==> config.mk <==
export PLATFORM = sky130hd
export DESIGN_NAME = fft_butterfly
export DESIGN_NICKNAME = d
export VERILOG_FILES = /design/src/rtl/fft_butterfly.sv
export SDC_FILE = /design/constraint.sdc
export NUM_CORES = 1
export LEC_CHECK = 0
export BUFFER_PORTS_ARGS = -buffer_cell sky130_fd_sc_hd__buf_2
export CORE_MARGIN = 5
export CORE_UTILIZATION = 50
export DETAILED_ROUTE_END_ITERATION = 8
export GPL_TIMING_DRIVEN = 0
export PLACE_DENSITY = 0.72
export SLEW_MARGIN = 10
export SYNTH_ARGS = -nofsm -noshare
export SYNTH_HDL_FRONTEND = slang
export SYNTH_SLANG_ARGS = --single-unit
==> constraint.sdc <==
create_clock -name clk -period 2.52 [get_ports clk]
set_input_delay 0.504 -clock clk [delete_from_list [all_inputs] [get_ports clk]]
set_output_delay 0.504 -clock clk [all_outputs]
set_load 0.02 [all_outputs]
==> src/rtl/fft_butterfly.sv <==
// Radix-2 DIT butterfly controller for the 32-point FFT stage.
// It latches an operand pair (A, B) and a twiddle index, looks up W in a
// ROM and drives the sequential twiddle multiplier with B and W. It then
// forms P = A + W*B and Q = A - W*B from the multiplier's W*B result.
//
// Handshake: an operand pair transfers on a clock edge where i_valid and
// o_ready are both high. o_ready is high only in IDLE, and i_valid is
// ignored in every other state. o_valid and o_err are single-cycle strobes
// and have no back-pressure. The multiplier result is taken on the first
// sampled i_tw_valid, from the second WAIT cycle on.
module fft_butterfly #(
  parameter int SCALE   = 1,
  parameter int TIMEOUT = 64
) (
  input  logic       clk,
  input  logic       rst_n,
  input  logic       i_valid,
  output logic       o_ready,
  input  logic [7:0] i_a_re,
  input  logic [7:0] i_a_im,
  input  logic [7:0] i_b_re,
  input  logic [7:0] i_b_im,
  input  logic [3:0] i_k,
  output logic       o_tw_start,
  output logic [7:0] o_tw_x,
  output logic [7:0] o_tw_y,
  output logic [7:0] o_tw_c,
  output logic [8:0] o_tw_cps,
  output logic [8:0] o_tw_cms,
  input  logic [7:0] i_tw_re,
  input  logic [7:0] i_tw_im,
  input  logic       i_tw_valid,
  output logic [7:0] o_p_re,
  output logic [7:0] o_p_im,
  output logic [7:0] o_q_re,
  output logic [7:0] o_q_im,
  output logic       o_valid,
  output logic       o_err
);

  localparam int CW = $clog2(TIMEOUT + 1);

  typedef enum logic [1:0] {IDLE, START, WAIT, OUT} state_t;

  state_t        state, state_n;
  logic [CW-1:0] cnt;
  logic          accept;
  logic          take_res;
  logic          start_c;
  logic          err_c;

  logic [7:0]    a_re, a_im;
  logic [7:0]    tw_x, tw_y, tw_c;
  logic [8:0]    tw_cps, tw_cms;
  logic [7:0]    p_re, p_im, q_re, q_im;

  logic [25:0]   rom_word;
  logic [7:0]    rom_c;
  logic [8:0]    rom_cps, rom_cms;

  logic signed [8:0] sum_p_re, sum_p_im, sum_q_re, sum_q_im;

  // Narrow a 9-bit butterfly sum to 8 bits: halve (arithmetic shift) or saturate.
  function automatic logic [7:0] fit(input logic signed [8:0] s);
    if (SCALE != 0)
      return s[8:1];
    else if (s > 9'sd127)
      return 8'h7f;
    else if (s < -9'sd128)
      return 8'h80;
    else
      return s[7:0];
  endfunction

  // Twiddle ROM {c, c+s, c-s}: c = round(128 cos t) clipped, s = -round(128 sin t), t = 2*pi*k/32.
  always_comb begin
    rom_word = '0;
    case (i_k)
      4'd0:  rom_word = {8'sd127,   9'sd127,   9'sd127};
      4'd1:  rom_word = {8'sd126,   9'sd101,   9'sd151};
      4'd2:  rom_word = {8'sd118,   9'sd69,    9'sd167};
      4'd3:  rom_word = {8'sd106,   9'sd35,    9'sd177};
      4'd4:  rom_word = {8'sd91,    9'sd0,     9'sd182};
      4'd5:  rom_word = {8'sd71,   -9'sd35,    9'sd177};
      4'd6:  rom_word = {8'sd49,   -9'sd69,    9'sd167};
      4'd7:  rom_word = {8'sd25,   -9'sd101,   9'sd151};
      4'd8:  rom_word = {8'sd0,    -9'sd128,   9'sd128};
      4'd9:  rom_word = {-8'sd25,  -9'sd151,   9'sd101};
      4'd10: rom_word = {-8'sd49,  -9'sd167,   9'sd69};
      4'd11: rom_word = {-8'sd71,  -9'sd177,   9'sd35};
      4'd12: rom_word = {-8'sd91,  -9'sd182,   9'sd0};
      4'd13: rom_word = {-8'sd106, -9'sd177,  -9'sd35};
      4'd14: rom_word = {-8'sd118, -9'sd167,  -9'sd69};
      4'd15: rom_word = {-8'sd126, -9'sd151,  -9'sd101};
      default: rom_word = '0;
    endcase
  end

  assign rom_c   = rom_word[25:18];
  assign rom_cps = rom_word[17:9];
  assign rom_cms = rom_word[8:0];

  // 9-bit butterfly sums against the live multiplier result.
  assign sum_p_re = $signed({a_re[7], a_re}) + $signed({i_tw_re[7], i_tw_re});
  assign sum_p_im = $signed({a_im[7], a_im}) + $signed({i_tw_im[7], i_tw_im});
  assign sum_q_re = $signed({a_re[7], a_re}) - $signed({i_tw_re[7], i_tw_re});
  assign sum_q_im = $signed({a_im[7], a_im}) - $signed({i_tw_im[7], i_tw_im});

  // State register; reset aborts any butterfly in flight.
  always_ff @(posedge clk or negedge rst_n) begin
    if (!rst_n) state <= IDLE;
    else        state <= state_n;
  end

  // Next state and strobes; cnt == 0 marks the blanked first WAIT cycle.
  always_comb begin
    state_n  = state;
    accept   = 1'b0;
    take_res = 1'b0;
    start_c  = 1'b0;
    err_c    = 1'b0;
    case (state)
      IDLE: begin
        if (i_valid) begin
          accept  = 1'b1;
          state_n = START;
        end
      end
      START: begin
        start_c = 1'b1;
        state_n = WAIT;
      end
      WAIT: begin
        if ((cnt != '0) && i_tw_valid) begin
          take_res = 1'b1;
          state_n  = OUT;
        end else if (cnt == CW'(TIMEOUT - 1)) begin
          err_c   = 1'b1;
          state_n = IDLE;
        end
      end
      OUT: begin
        state_n = IDLE;
      end
      default: state_n = IDLE;
    endcase
  end

  // Wait counter: cleared in START, counts WAIT cycles.
  always_ff @(posedge clk or negedge rst_n) begin
    if (!rst_n)              cnt <= '0;
    else if (state == START) cnt <= '0;
    else if (state == WAIT)  cnt <= cnt + 1'b1;
  end

  // Operand latch, ROM register and result register.
  always_ff @(posedge clk or negedge rst_n) begin
    if (!rst_n) begin
      a_re   <= '0;
      a_im   <= '0;
      tw_x   <= '0;
      tw_y   <= '0;
      tw_c   <= '0;
      tw_cps <= '0;
      tw_cms <= '0;
      p_re   <= '0;
      p_im   <= '0;
      q_re   <= '0;
      q_im   <= '0;
    end else begin
      if (accept) begin
        a_re   <= i_a_re;
        a_im   <= i_a_im;
        tw_x   <= i_b_re;
        tw_y   <= i_b_im;
        tw_c   <= rom_c;
        tw_cps <= rom_cps;
        tw_cms <= rom_cms;
      end
      if (take_res) begin
        p_re <= fit(sum_p_re);
        p_im <= fit(sum_p_im);
        q_re <= fit(sum_q_re);
        q_im <= fit(sum_q_im);
      end
    end
  end

  assign o_ready    = (state == IDLE);
  assign o_tw_start = start_c;
  assign o_valid    = (state == OUT);
  assign o_err      = err_c;
  assign o_tw_x     = tw_x;
  assign o_tw_y     = tw_y;
  assign o_tw_c     = tw_c;
  assign o_tw_cps   = tw_cps;
  assign o_tw_cms   = tw_cms;
  assign o_p_re     = p_re;
  assign o_p_im     = p_im;
  assign o_q_re     = q_re;
  assign o_q_im     = q_im;

endmodule

==> impl_metrics.json, run 1 <==
{
  "status": "finished clean",
  "yosys.area.top_type": "dfrtp_1",
  "cts.htree.levels": 3,
  "grtUsageTotal_pct": 22.21,
  "root_buffer": "clkbuf_16",
  "synth_seq_cells": 98,
  "start_kind": "flop",
  "netlist-cell-type-count": 56,
  "hold_path_class": "input pin to async pin",
  "synth_area_um2": 5774,
  "layout.nets": 896,
  "grt_overflow": 0,
  "critPathCaptureType": "flop",
  "cts_buffer_depth": 2,
  "drc": 0,
  "final_core_util_pct": 61.35,
  "hold_buffers": 0,
  "multi_input_area_um2": 3040,
  "cts.sinks": 98,
  "ys_seq_area_share_pct": 42.47,
  "cap_violations": 0,
  "clk_latency_ns": 0.35,
  "core-area_um2": 11370,
  "rsz0062_at_grt": "yes",
  "crit_slowest_cell": "clkbuf_1",
  "cp.arrival_ns": 2.64,
  "synth_edf_count": 0,
  "max_freq_mhz": 424.4,
  "dieArea_um2": 13800,
  "io_pins": 134,
  "synthArstFlopShare_pct": 100.0,
  "fin_hold_ws_ns": 0.1493,
  "via_per_inst": 5.456,
  "antenna_found_initial": 1,
  "finalCriticalPeriod_ns": 2.356,
  "critPathTopFamily": "compound AO/OA/AOI/OAI gates",
  "setup.worst_path.class": "flop to flop",
  "die-height_um": 117.5,
  "ant_nets": 0,
  "leakagePower_nw": 3.600,
  "hold_violations": 0,
  "syn_avg_cell_area_um2": 8.980,
  "firstDrtPassIters": 5,
  "rows": 39,
  "clkTransAtPathRegs_ns": 0.07,
  "cts_buffers": 9,
  "ys_warn_count": 0,
  "setup_ws_ns": 0.1639,
  "slew_headroom_pct": 56.91,
  "fill_cells": 1011,
  "start_util_pct": 50.79,
  "cp_max_fo": 10,
  "worst_pin_slew_ns": 0.6463,
  "io_buffers": 133,
  "dr.first_iter.drc_count": 282,
  "synth_area_leaders": "dfrtp_1 (42%), nand2_1 (11%), ha_1 (10%)",
  "power_density_nw_per_um2": 1223,
  "grt_pass1_vias": 5123,
  "wl_per_cell_um": 16.46,
  "setup_viol": 0,
  "synth_nets": 750,
  "area_growth_pct": 20.80,
  "grt_pass1_wl_mm": 25.46,
  "cts_tree": "done",
  "fin_skew_ns": 0.004676,
  "dp_slack_ns": 0.1246,
  "yosysMostFrequentCell": "nand2_1",
  "critical_path_buf_inv_count": 2,
  "period_share_pct": 93.50,
  "drt_wl_total_mm": 15.40,
  "report.final.slew_viol_count": 0,
  "hpwl_mm": 11.72,
  "grt_max_degree": 59,
  "cp_cell_sequence": "inv_1 > ha_1 > nand2_1 > a21oi_4 > clkbuf_1 > o311ai_0 > nand3_1",
  "vias": 5107,
  "die_w_um": 117.5,
  "diodes": 0,
  "synth_top_area_share_pct": 42.47,
  "seqCellArea_um2": 2452,
  "synth_commonest_cells": "nand2_1 (164), dfrtp_1 (98), o21ai_0 (49)",
  "crit_required_ns": 2.81,
  "ir_drop_mv": 0.7343,
  "critPathMaxStageDelay_ns": 0.48,
  "gp_congestion": 0.8895,
  "final_layout_size_suffix_gt1_share_pct": 21.82,
  "ys.flop_type": "dfrtp_1",
  "netlist_instances": 643
}
## routing by layer
layer	GRT usage (%)	share of wire, %	wire [um]	up-vias
li1	-	-	-	2487
met1	28.60	44	6756	2419
met2	37.06	48	7458	172
met3	4.469	5.6	859	27
met4	8.172	2.0	315	2
met5	0	0.078	12	-
## kinds of logic (layout without fill, tap and decap cells)
| logic type | count (synthesis) | in the layout | share of synthesized area, % |
|---|---|---|---|
| simple gates | 257 | 257 | 19.94 |
| compound gates | 149 | 149 | 17.14 |
| mux | 10 | 10 | 2.167 |
| flops | 98 | 98 | 42.47 |
| buf+inv | 67 | 217 | 5.049 |
| xor+xnor | 11 | 11 | 1.669 |
| fa+ha+maj | 51 | 51 | 11.57 |
## repair_timing
| action | CTS | global route |
|---|---|---|
| buffers inserted | 1 | 0 |
| gates resized for setup | 0 | 2 |
| hold endpoints to repair | 0 | 0 |
| pin swaps | 0 | 0 |
| setup endpoints to repair | 1 | 8 |
## final cells by class
cell class	count	area share, %
repair buffers	135	10.08
plain buffers	31	2.242
inverters	36	1.937
well taps	143	2.565
clock inverters	5	1.148
flip-flops and latches	98	35.16
multi-input cells	478	43.59
clock buffers	10	3.283
## worst register-to-register path: cells and delay by family, from the launching register on
family | cells | cell delay [ns]
adders and majority gates | 1 | 0.23
DFF | 1 | 0.44
and+or+nand+nor | 2 | 0.37
AOI/OAI and AO/OA | 2 | 0.66
buffers and inverters | 2 | 0.59
## power by group
part	leakage (nW)	switching (mW)	internal, mW
sequential	1.22	0.461	2.29
combinational	2.24	2.75	1.56
clock	0.145	0.606	0.863
total	3.60	3.82	4.71
## stage by stage
stage                     power, mW  setup TNS [ns]  instance area [um^2]  instances
after floorplan               5.652               0                  5774        643
after global placement        6.921          -5.481                  6619        919
after detailed placement      7.067               0                  6649        920
after CTS                     8.582               0                  6965        936
after global routing          9.188        -0.03830                  6975        936
final                         8.531               0                  6975        936
## cells in the final DEF (no fill, tap or decap), drive strengths merged, types with 5 or more instances in the layout
master / n
nand2: 164
buf: 146
dfrtp: 98
o21ai: 49
ha: 47
inv: 35
nor2: 30
clkbuf: 30
a21oi: 24
nor2b: 17
nand3: 10
a211oi: 10
o21a: 9
o211ai: 9
xor2: 8
mux2i: 8
a21o: 7
o31ai: 7
nand4: 6
nand2b: 6
and2: 5
a31oi: 5
## sequential cells by signal, summed over array words and instances, names as in the netlist
name and count:
o_tw_cps 9, a_im 8, a_re 8, o_p_im 8
o_p_re 8, o_q_im 8, o_q_re 8, o_tw_c 8
o_tw_cms 8, o_tw_x 8, o_tw_y 8, cnt 7
state 2
## worst paths after layout
check	start	end	slack [ns]	depth (start not counted)
worst max-delay path	state[0]	o_p_im[5]	0.16	7
worst min register to register	o_tw_y[1]	o_tw_y[1]	0.47	2
worst max register to register	state[0]	o_p_im[5]	0.16	7
min in group clk	i_a_im[6]	a_im[6]	0.34	3
worst min-delay path	rst_n	o_q_re[4]	0.15	1
max in group asynchronous	rst_n	o_tw_y[4]	1.68	2
(Power assumes the default switching activity.)
==> inputs of run 2 (changes only) <==
--- a/config.mk
+++ b/config.mk
@@ -10,7 +10,7 @@
 export CORE_UTILIZATION = 50
 export DETAILED_ROUTE_END_ITERATION = 8
 export GPL_TIMING_DRIVEN = 0
-export PLACE_DENSITY = 0.72
+export PLACE_DENSITY_LB_ADDON = 0.25
 export SLEW_MARGIN = 10
 export SYNTH_ARGS = -nofsm -noshare
 export SYNTH_HDL_FRONTEND = slang
==> impl_metrics.json, run 2 (synthesis gave the netlist of run 1 again) <==
{
  "fin_skew_ns": 0.006671,
  "cts_tree": "done",
  "period_share_pct": 93.09,
  "worst_pin_slew_ns": 0.6990,
  "fill_cells": 1024,
  "ir_drop_mv": 0.7832,
  "critPathCaptureType": "primary output",
  "vias": 5091,
  "area_growth_pct": 20.95,
  "via_per_inst": 5.433,
  "cts_buffers": 9,
  "hpwl_mm": 11.71,
  "power_density_nw_per_um2": 1226,
  "setup_viol": 0,
  "cts_buffer_depth": 2,
  "layout.nets": 896,
  "grt_pass1_wl_mm": 25.29,
  "slew_headroom_pct": 52.81,
  "clkTransAtPathRegs_ns": 0.07,
  "r2r_start": "state[0]",
  "final_cells": 937,
  "total_power_mw": 8.563,
  "hold_violations": 0,
  "p_switching_mw": 3.843,
  "crit_slowest_cell": "dfrtp_1",
  "ant_nets": 0,
  "clkPwrFrac_pct": 17.4,
  "core-area_um2": 11370,
  "layout_commonest_cell": "nand2_1",
  "status": "finished clean",
  "rows": 39,
  "p_comb_share_pct": 50.4,
  "wl_per_cell_um": 16.31,
  "hold_buffers": 0,
  "dieArea_um2": 13800,
  "critPathTopFamily": "simple AND/OR/NAND/NOR gates",
  "clk_latency_ns": 0.35,
  "cp_max_fo": 3,
  "rsz0062_at_grt": "no",
  "rrSetupSlack_ns": 0.20,
  "start_util_pct": 50.79,
  "critPathMaxStageDelay_ns": 0.41,
  "cp_cell_sequence": "inv_1 > ha_1 > nor4b_4 > a21bo_2 > nand2_1 > nor3_1 > buf_2",
  "drc": 0,
  "gp_congestion": 0.8881,
  "r2r-end": "o_p_im[5]",
  "final_layout_size_suffix_gt1_share_pct": 21.91,
  "start_kind": "flop",
  "cts.htree.levels": 3,
  "reg2regPathDepth": 7,
  "cap_violations": 0,
  "dr.first_iter.drc_count": 273,
  "layout_common_cells": "nand2_1 (164), buf_2 (137), dfrtp_1 (98)",
  "power_frac_seq_pct": 32.2,
  "finalCriticalPeriod_ns": 2.346,
  "report.final.slew_viol_count": 0,
  "root_buffer": "clkbuf_16",
  "max_freq_mhz": 426.3,
  "antenna_found_initial": 2,
  "grtUsageTotal_pct": 22.10,
  "io_buffers": 133,
  "p_int_mw": 4.720,
  "crit_required_ns": 2.02,
  "die_w_um": 117.5,
  "critical_path_buf_inv_count": 2,
  "die-height_um": 117.5,
  "hold_path_class": "input pin to async pin",
  "grt_max_degree": 61,
  "switching_share_pct": 44.88,
  "cts.sinks": 98,
  "grt_pass1_vias": 5180,
  "firstDrtPassIters": 5,
  "setup.worst_path.class": "flop to primary output",
  "diodes": 0,
  "cp.arrival_ns": 1.84,
  "place_inst": 920,
  "grt_overflow": 0,
  "leakagePower_nw": 3.604,
  "io_pins": 134,
  "largest_reg_flops": 9,
  "drt_wl_total_mm": 15.28
}
[run 2: cell types whose count changed in the layout (fill, tap and decap cells not counted)]
cell and delta:
inv_6 +1
[run 2: timing repair]
item | in CTS | in global routing
gates resized for setup | 0 | 2
buffers inserted | 1 | 0
setup endpoints to repair | 1 | 3
[run 2: worst max-delay path by stage]
stage,to,from,slack [ns],cells after the start
6_report,o_err,cnt[0],0.17,7
5_1_grt,o_err,cnt[5],0.04,5
4_1_cts,o_err,cnt[5],0.05,5
3_5_place_dp,o_p_im[5],state[0],0.11,7
3_3_place_gp,o_tw_y[1],rst_n,-0.04,1
2_1_floorplan,o_err,cnt[0],0.37,6
[run 2: area by class of cell]
| type | count | area, um^2 | share of cell area (%) |
|---|---|---|---|
| multi-input cells | 478 | 3040 | 43.53 |
| flip-flops and latches | 98 | 2452 | 35.11 |
| repair buffers | 135 | 703.2 | 10.07 |
| clock buffers | 10 | 229.0 | 3.278 |
| well taps | 143 | 178.9 | 2.562 |
| plain buffers | 31 | 156.4 | 2.239 |
| inverters | 36 | 135.1 | 1.935 |
| clock inverters | 6 | 88.84 | 1.272 |
[run 2: worst register-to-register path: stages (launching register included)]
cell and delay (ns):
dfrtp_1 0.44, inv_1 0.10, ha_1 0.21, nand2_1 0.23, a21oi_4 0.36, clkbuf_1 0.48
o311ai_0 0.29, nand3_1 0.14
[run 2: layer usage]
metal	routed length (um)	up-vias	track usage, %	part of all wire, %
met5	15	-	0	0.098
met4	350	4	8.172	2.3
met3	1015	34	6.055	6.6
met2	7422	182	36.60	49
met1	6473	2379	27.65	42
li1	-	2492	-	-
[run 2: per-stage QoR]
| step | cell area [um^2] | utilization, % | TNS [ns] | hold WS, ns | setup slack, ns |
|---|---|---|---|---|---|
| 3_5_place_dp | 6649 | 58.48 | 0 | 0.4576 | 0.1112 |
| 5_1_grt | 6984 | 61.43 | 0 | 0.1700 | 0.03544 |
| 3_3_place_gp | 6619 | 58.21 | -3.345 | 0.4548 | -0.04275 |
| 2_1_floorplan | 5774 | - | 0 | 0.2084 | 0.3703 |
| 4_1_cts | 6974 | 61.34 | 0 | 0.1380 | 0.04954 |
| 6_report | 6984 | 61.43 | 0 | 0.1282 | 0.1741 |
[run 2: power by group through the flow]
stage	sequential [mW]	combinational (mW)	clock [mW]
after global placement	2.74	4.16	0
final	2.76	4.31	1.49
after CTS	2.76	4.33	1.52
after detailed placement	2.79	4.28	0
after floorplan	3.39	2.26	0
after global routing	2.87	4.79	1.57
==> inputs of run 3 (changes only) <==
--- a/config.mk
+++ b/config.mk
@@ -6,11 +6,13 @@
 export NUM_CORES = 1
 export LEC_CHECK = 0
 export BUFFER_PORTS_ARGS = -buffer_cell sky130_fd_sc_hd__buf_2
+export CELL_PAD_IN_SITES_DETAIL_PLACEMENT = 1
+export CELL_PAD_IN_SITES_GLOBAL_PLACEMENT = 2
 export CORE_MARGIN = 5
-export CORE_UTILIZATION = 50
+export CORE_UTILIZATION = 32
 export DETAILED_ROUTE_END_ITERATION = 8
 export GPL_TIMING_DRIVEN = 0
-export PLACE_DENSITY_LB_ADDON = 0.25
+export PLACE_DENSITY_LB_ADDON = 0.1
 export SLEW_MARGIN = 10
 export SYNTH_ARGS = -nofsm -noshare
 export SYNTH_HDL_FRONTEND = slang
==> impl_metrics.json, run 3 (synthesis gave the netlist of run 1 again) <==
{
  "status": "finished clean",
  "start_util_pct": 32.37,
  "critPathMaxStageDelay_ns": 0.40,
  "rows": 49,
  "cp_cell_sequence": "inv_1 > ha_1 > nor4b_4 > a21bo_2 > nand2_1 > nor3_1 > buf_2",
  "p_switching_mw": 3.998,
  "cts.htree.levels": 3,
  "hold_violations": 0,
  "critPathCaptureType": "primary output",
  "ir_drop_mv": 0.4844,
  "diodes": 0,
  "fill_cells": 2161,
  "layout_commonest_cell": "nand2_1",
  "dieArea_um2": 20830,
  "crit_slowest_cell": "dfrtp_1",
  "critical_path_buf_inv_count": 2,
  "largest_reg_flops": 9,
  "period_share_pct": 95.17,
  "final_cells": 1023,
  "die-height_um": 144.3,
  "place_area_um2": 6760,
  "cts_buffers": 9,
  "clkPwrFrac_pct": 18.0,
  "setup.worst_path.class": "flop to primary output",
  "cap_violations": 0,
  "cts_buffer_depth": 2,
  "cts.sinks": 98,
  "die_w_um": 144.3,
  "max_freq_mhz": 417.0,
  "critPathTopFamily": "simple AND/OR/NAND/NOR gates",
  "place_inst": 1006,
  "ant_nets": 0,
  "fin_area_um2": 7111,
  "power_density_nw_per_um2": 1234,
  "report.final.slew_viol_count": 0,
  "grt_overflow": 0,
  "fin_hold_ws_ns": 0.03304,
  "layout_common_cells": "nand2_1 (164), buf_2 (137), dfrtp_1 (98)",
  "clkTransAtPathRegs_ns": 0.07,
  "slew_headroom_pct": 46.37,
  "via_per_inst": 5.055,
  "dr.first_iter.drc_count": 155,
  "startpoint": "cnt[0]",
  "wl_per_cell_um": 17.98,
  "area_growth_pct": 23.14,
  "antenna_found_initial": 1,
  "reg2regPathDepth": 6,
  "start_kind": "flop",
  "drc": 0,
  "hold_path_class": "input pin to async pin",
  "grt_max_degree": 66,
  "leakagePower_nw": 3.625,
  "p_int_mw": 4.780,
  "firstDrtPassIters": 5,
  "r2r_start": "a_re[2]",
  "drt_wl_total_mm": 18.39,
  "switching_share_pct": 45.54,
  "hold_buffers": 0,
  "final_layout_size_suffix_gt1_share_pct": 22.17,
  "layout.nets": 896,
  "root_buffer": "clkbuf_16",
  "grt_pass1_wl_mm": 29.39,
  "gp_congestion": 0.8063,
  "p_comb_share_pct": 50.1,
  "core-area_um2": 17840,
  "power_frac_seq_pct": 31.8,
  "setup_viol": 0,
  "hpwl_mm": 14.34,
  "cp.arrival_ns": 1.89,
  "vias": 5171,
  "io_buffers": 133,
  "cp_max_fo": 3,
  "worst_pin_slew_ns": 0.8045,
  "cts_tree": "done",
  "fin_tns_setup_ns": 0,
  "finalCriticalPeriod_ns": 2.398,
  "path_depth": 7,
  "clk_latency_ns": 0.36,
  "grt_pass1_vias": 5582,
  "crit_required_ns": 2.02,
  "final_core_util_pct": 39.86,
  "rsz0062_at_grt": "no",
  "fin_skew_ns": 0.009667,
  "io_pins": 134,
  "grtUsageTotal_pct": 18.08
}
-- run 3: worst register-to-register path, stage by stage, from the launching register on --
cell and delay, ns:
dfrtp_1 0.39, ha_1 0.27, buf_2 0.18, and4bb_2 0.26, o311ai_0 0.69, a311o_1 0.29
nand3_1 0.08
-- run 3: metrics by stage --
step / power, mW / setup WS, ns
floorplan: 5.652 / 0.3703
global placement: 7.118 / -0.2230
detailed placement: 7.281 / -0.06742
CTS: 8.926 / 0.06275
global route: 9.522 / 0.005188
finish: 8.778 / 0.1217
-- run 3: power groups by stage --
stage          clock (mW)  combinational (mW)  sequential, mW
3_3_place_gp            0                4.33            2.79
2_1_floorplan           0                2.26            3.39
4_1_cts              1.63                4.49            2.80
5_1_grt              1.71                4.92            2.89
6_report             1.58                4.40            2.79
3_5_place_dp            0                4.46            2.82
-- run 3: worst paths after layout --
kind	endpoint	slack [ns]
worst min-delay path	a_re[7]	0.03
max in group asynchronous	o_q_im[3]	1.82
min in group clk	o_tw_x[1]	0.33
worst min register to register	o_tw_y[5]	0.48
worst max register to register	o_p_re[6]	0.25
worst max-delay path	o_err	0.12
-- run 3: layout make-up --
class | instances | area [um^2] | area share [%]
Clock buffer | 11 | 252.7 | 3.554
Clock inverter | 5 | 86.33 | 1.214
Inverter | 36 | 135.1 | 1.900
Tap cell | 229 | 286.5 | 4.030
Buffer | 31 | 157.7 | 2.217
Sequential cell | 98 | 2452 | 34.49
Timing Repair Buffer | 135 | 706.9 | 9.942
Multi-Input combinational cell | 478 | 3033 | 42.65
-- run 3: what timing repair did --
action / in CTS / in global routing
gates resized for setup: 2 / 0
setup buffers: 1 / 0
setup endpoints to repair: 4 / 0
-- run 3: metal layers --
| layer | vias up | GRT usage, % | share of wire (%) |
|---|---|---|---|
| li1 | 2494 | - | - |
| met1 | 2557 | 22.71 | 43 |
| met2 | 94 | 31.41 | 50 |
| met3 | 24 | 3.208 | 4.1 |
| met4 | 2 | 6.038 | 2.2 |
| met5 | - | 0 | 0.071 |
